**config.mk**
```make
export PLATFORM = sky130hd
export DESIGN_NAME = systolic_feeder
export DESIGN_NICKNAME = d
export VERILOG_FILES = /design/src/rtl/systolic_pkg.sv /design/src/rtl/systolic_feeder_skew_line.sv /design/src/rtl/systolic_feeder.sv
export SDC_FILE = /design/constraint.sdc
export NUM_CORES = 1
export LEC_CHECK = 0
export ABC_AREA = 0
export BUFFER_PORTS_ARGS = -buffer_cell sky130_fd_sc_hd__clkbuf_2
export CORE_MARGIN = 4
export CORE_UTILIZATION = 55
export CTS_CLUSTER_SIZE = 30
export DETAILED_ROUTE_END_ITERATION = 16
export GPL_ROUTABILITY_DRIVEN = 1
export PLACE_DENSITY = 0.81
export SYNTH_ARGS = -nofsm -noshare
export SYNTH_HDL_FRONTEND = slang
export SYNTH_HIERARCHICAL = 1
export SYNTH_SLANG_ARGS = --single-unit
```
**constraint.sdc**
```tcl
create_clock -name clk -period 3.3 [get_ports clk]
set_input_delay 0.165 -clock clk [delete_from_list [all_inputs] [get_ports clk]]
set_output_delay 0.165 -clock clk [all_outputs]
set_load 0.02 [all_outputs]
```
**src/rtl/systolic_pkg.sv**
```systemverilog
// systolic_pkg: shared defaults, FSM states and lane slicing helper for systolic_feeder.
package systolic_pkg;
  localparam int N_DEF = 4;
  localparam int DATA_W_DEF = 8;
  typedef enum logic [2:0] {IDLE, CLEAR, FEED, FLUSH, DONE} state_t;
  function automatic int lane_lo(input int lane, input int w);
    return lane * w;
  endfunction
endpackage

```
**src/rtl/systolic_feeder_skew_line.sv**
```systemverilog
// skew_line: enable-gated shift register delaying one edge lane by DEPTH advancing cycles.
module skew_line #(
  parameter int DEPTH = 1,
  parameter int W = 8
) (
  input  logic         clk,
  input  logic         rst_n,
  input  logic         clr_i,
  input  logic         en_i,
  input  logic [W-1:0] d_i,
  output logic [W-1:0] q_o
);
  logic [DEPTH-1:0][W-1:0] sh_q;
  always_ff @(posedge clk or negedge rst_n)
    if (!rst_n) sh_q <= '0;
    else if (clr_i) sh_q <= '0;
    else if (en_i) begin
      sh_q[0] <= d_i;
      for (int k = 1; k < DEPTH; k++) sh_q[k] <= sh_q[k-1];
    end
  assign q_o = sh_q[DEPTH-1];
endmodule

```
**src/rtl/systolic_feeder.sv**
```systemverilog
// systolic_feeder: skews A/B wavefronts onto the systolic array edges, sequencing clear, feed, zero flush and done.
module systolic_feeder
  import systolic_pkg::*;
#(
  parameter int N = N_DEF,
  parameter int DATA_W = DATA_W_DEF,
  parameter int K_W = 8
) (
  input  logic              clk,
  input  logic              rst_n,
  input  logic              start,
  input  logic [K_W-1:0]    k_len,
  output logic              busy,
  output logic              done,
  input  logic              in_valid,
  output logic              in_ready,
  input  logic [N*DATA_W-1:0] a_col,
  input  logic [N*DATA_W-1:0] b_row,
  output logic              arr_en,
  output logic              arr_clr,
  output logic [N*DATA_W-1:0] a_edge,
  output logic [N*DATA_W-1:0] b_edge,
  output logic [15:0]       stall_cnt
);
  localparam int FL_W = $clog2(2 * N) + 1;
  localparam int CNT_W = K_W > FL_W ? K_W : FL_W;
  state_t state_q;
  logic [CNT_W-1:0] cnt_q;
  logic [15:0] stall_q;
  logic accept, advance;
  assign accept = (state_q == FEED) & in_valid;
  assign advance = accept | (state_q == FLUSH);
  // One counter serves both phases: beats left in FEED, flush cycles left in FLUSH.
  always_ff @(posedge clk or negedge rst_n)
    if (!rst_n) begin
      state_q <= IDLE;
      cnt_q <= '0;
      stall_q <= '0;
    end else
      case (state_q)
        IDLE: if (start) begin
          state_q <= CLEAR;
          cnt_q <= CNT_W'(k_len);
        end
        CLEAR: begin
          stall_q <= '0;
          state_q <= cnt_q == '0 ? DONE : FEED;
        end
        FEED: if (in_valid) begin
          cnt_q <= cnt_q - CNT_W'(1);
          if (cnt_q == CNT_W'(1)) begin
            state_q <= N == 1 ? DONE : FLUSH;
            cnt_q <= CNT_W'(2 * N - 2);
          end
        end else if (stall_q != '1) stall_q <= stall_q + 16'd1;
        FLUSH: begin
          cnt_q <= cnt_q - CNT_W'(1);
          if (cnt_q == CNT_W'(1)) state_q <= DONE;
        end
        DONE: state_q <= IDLE;
        default: state_q <= IDLE;
      endcase
  assign busy = state_q != IDLE;
  assign done = state_q == DONE;
  assign in_ready = state_q == FEED;
  assign arr_clr = state_q == CLEAR;
  assign arr_en = advance;
  assign stall_cnt = stall_q;
  assign a_edge[DATA_W-1:0] = accept ? a_col[DATA_W-1:0] : '0;
  assign b_edge[DATA_W-1:0] = accept ? b_row[DATA_W-1:0] : '0;
  for (genvar i = 1; i < N; i++) begin : g_lane
    skew_line #(.DEPTH(i), .W(DATA_W)) u_a (
      .clk(clk), .rst_n(rst_n), .clr_i(arr_clr), .en_i(advance),
      .d_i(accept ? a_col[lane_lo(i, DATA_W) +: DATA_W] : '0),
      .q_o(a_edge[lane_lo(i, DATA_W) +: DATA_W])
    );
    skew_line #(.DEPTH(i), .W(DATA_W)) u_b (
      .clk(clk), .rst_n(rst_n), .clr_i(arr_clr), .en_i(advance),
      .d_i(accept ? b_row[lane_lo(i, DATA_W) +: DATA_W] : '0),
      .q_o(b_edge[lane_lo(i, DATA_W) +: DATA_W])
    );
  end
endmodule
```
==> results.toml <==
[route]
wl_per_cell_um = 16.1
routed_wl_um = 14200
via_per_inst = 5.59
dr.pass1.iters = 5
ant_nets = 0
first_iter_violations = 274
route.detailed.drc = 0
num_vias = 4925

[timing]
finalCriticalPeriod_ps = 2820
worst_clock_skew_ps = 8.01
finalSetupViolations = 0
tightestPinTransition_ps = 767
setup_tns_ps = 0
hold_slack_ps = 51.2
fmax_ghz = 0.354
final-hold-violation-count = 0
rsz0062_at_grt = "no"
drv_slew = 0
relSlewSlack_pct = 48.9
period_share_pct = 85.5

[clock_tree]
clock_latency_ps = 410
clock_path_buffers = 2
clk_pin_slew_ps = 60
h-tree-depth = 4
cts_tree = "yes"
cts_sinks = 123
postCtsSetupRepairBufs = 0
cts-root-buf = "clkbuf_16"
cts_buffers = 17
cts_resized = 0

[power_and_ir_drop]
net-switching-power_mw = 2.72
p_leak_nw = 4.46
vdd_drop_max_mv = 0.452
seq_power_share_pct = 34.5
combinationalPowerShare_pct = 36.1
p_int_mw = 4.58
powerDensity_nw_per_um2 = 960
switching_share_pct = 37.3
p_clk_share_pct = 29.3
power_mw = 7.30

[die]
fp.dieW_um = 116
dieArea_um2 = 13400
start_util_pct = 56.0
row_count = 39
pin_count = 161
fp.coreArea_um2 = 11400
dieHeight_um = 116

[global_routing]
grt_util_all_layers_pct = 21.6
grt_pass1_wl_um = 23300
grt_overflow_total = 0
grt_pass1_vias = 4880
grt_start_max_net_pins = 75
antenna_found_initial = 0

[synthesis]
yosys-top-cells-count = "dfrtp_1, mux2i_1, nor2_1"
synth_flop_cell = "dfrtp_1"
synth.net_count = 693
yosys.area.top_type = "dfrtp_1"
synth_area_per_cell_um2 = 10.4
ys_ff_latch = 123
async_flop_share_pct = 100
netlist_area_um2 = 6390
synth_cells = 614
yosys_warnings = 6
synthTopCellsByArea = "dfrtp_1, mux2i_1, and3_1"
yosysUniqueCellTypes = 51
synth.most_common_cell = "dfrtp_1"
synth_edf_count = 0
ys_seq_area_share_pct = 48.2
synth_top_area_share_pct = 48.2

[run_status]
status = "finished clean"

[critical_path]
startpoint_type = "flip-flop"
crit_path_end_kind = "output port"
critical_path_class = "flip-flop to output port"
path_max_fanout = 47
crit_arrival_ps = 2660
reg2regPathDepth = 6
cp_data_required_time_ps = 3130
r2r_end = "g_lane[2].u_b/sh_q[0]$_DFFE_PN0P_"
r2r_start = "state_q[0]$_DFFE_PN0P_"
rrSetupSlack_ps = 500

[placement]
io_buffers = 160
place_hpwl_um = 9450
gp_congestion = 0.826

[cells_and_area]
antennaDiodeCount = 0
nNetsFinal = 804
fin_util_pct = 66.6
drive_gt1_share_pct = 28.6
syn2layout_area_growth_pct = 19.0

[hold_path]
whs_path_depth = 3
min_path_type = "input pin to flip-flop"
hp-start = "k_len[6]"
hold_end = "cnt_q[6]$_DFFE_PN0P_"

[run]
maxCapViolations = 0
[repair_timing]
action                     in CTS  in global routing
setup endpoints to repair       0                  0
hold buffers                    1                  0
hold endpoints to repair       49                  0
[through the flow]
| stage | setup slack, ps | area [um2] | std cells |
|---|---|---|---|
| CTS | 477 | 7610 | 881 |
| floorplan | 941 | 6390 | 614 |
| finish | 478 | 7610 | 881 |
| detailed placement | 553 | 6920 | 848 |
| global route | 256 | 7610 | 881 |
| global placement | 727 | 6920 | 848 |
[cell families (layout without fill, tap and decap cells)]
| group | after synthesis | in the layout | share of synthesized area, % |
|---|---|---|---|
| buffers and inverters | 86 | 210 | 9.20 |
| DFF | 123 | 123 | 48.2 |
| AOI/OAI and AO/OA | 54 | 54 | 5.70 |
| muxes | 106 | 106 | 16.6 |
| adders and majority gates | 3 | 3 | 0.587 |
| and+or+nand+nor | 242 | 242 | 19.7 |
[power by group through the flow]
stage	logic (mW)	registers [mW]	clock network [mW]
finish	2.64	2.52	2.14
global route	2.89	2.61	2.24
CTS	2.66	2.52	2.17
detailed placement	2.65	2.53	0
global placement	2.55	2.49	0
floorplan	2.20	2.54	0
[metal layers]
| layer | part of all wire (%) | GRT usage [%] |
|---|---|---|
| met5 | 0 | 0 |
| met4 | 1.7 | 7.73 |
| met3 | 6.4 | 5.12 |
| met2 | 49 | 34.6 |
| met1 | 43 | 28.9 |
[how the worst max path moves through the flow]
stage | from | endpoint | slack [ps]
finish | state_q[1]$_DFFE_PN0P_ | arr_en | 480
global route | state_q[0]$_DFFE_PN0P_ | g_lane[2].u_b/sh_q[0]$_DFFE_PN0P_ | 260
CTS | state_q[1]$_DFFE_PN0P_ | arr_en | 480
detailed placement | state_q[0]$_DFFE_PN0P_ | g_lane[3].u_b/q_o[2]$_DFFE_PN0P_ | 550
global placement | state_q[0]$_DFFE_PN0P_ | g_lane[3].u_b/q_o[2]$_DFFE_PN0P_ | 730
floorplan | state_q[2]$_DFFE_PN0P_ | g_lane[3].u_a/q_o[0]$_DFFE_PN0P_ | 940
[registers in the layout, indices dropped and copies added, names as in the netlist]
register	count
g_lane.u_a/q_o	24
g_lane.u_b/sh_q	24
state_q	3
g_lane.u_a/sh_q	24
stall_cnt	16
cnt_q	8
g_lane.u_b/q_o	24
[worst max-delay path, cell delays in order, from the launching register on]
cell and delay (ps):
dfrtp_1 580, nand2b_1 450, nor2_4 270, buf_4 630, clkbuf_2 290
[cells in the final DEF (no fill, tap or decap), drive strengths merged, types with 5 or more instances in the layout]
cell	netlist	layout
a211oi	5	5
a21oi	10	10
and3	66	66
buf	51	8
bufinv	0	6
clkbuf	25	178
clkinv	0	5
dfrtp	123	123
inv	10	12
mux2i	105	105
nand2	22	22
nor2	105	105
nor4b	5	5
o21ai	13	13
o31ai	5	5
or4	6	6
[layout make-up]
cell class / count / area, um2
well taps: 143 / 179
multi-input cells: 405 / 2740
fillers: 881 / 3810
clock inverters: 13 / 238
inverters: 10 / 38.8
repair buffers: 168 / 891
flip-flops and latches: 123 / 3080
clock buffers: 19 / 443
Power figures use the tool's default switching activity.
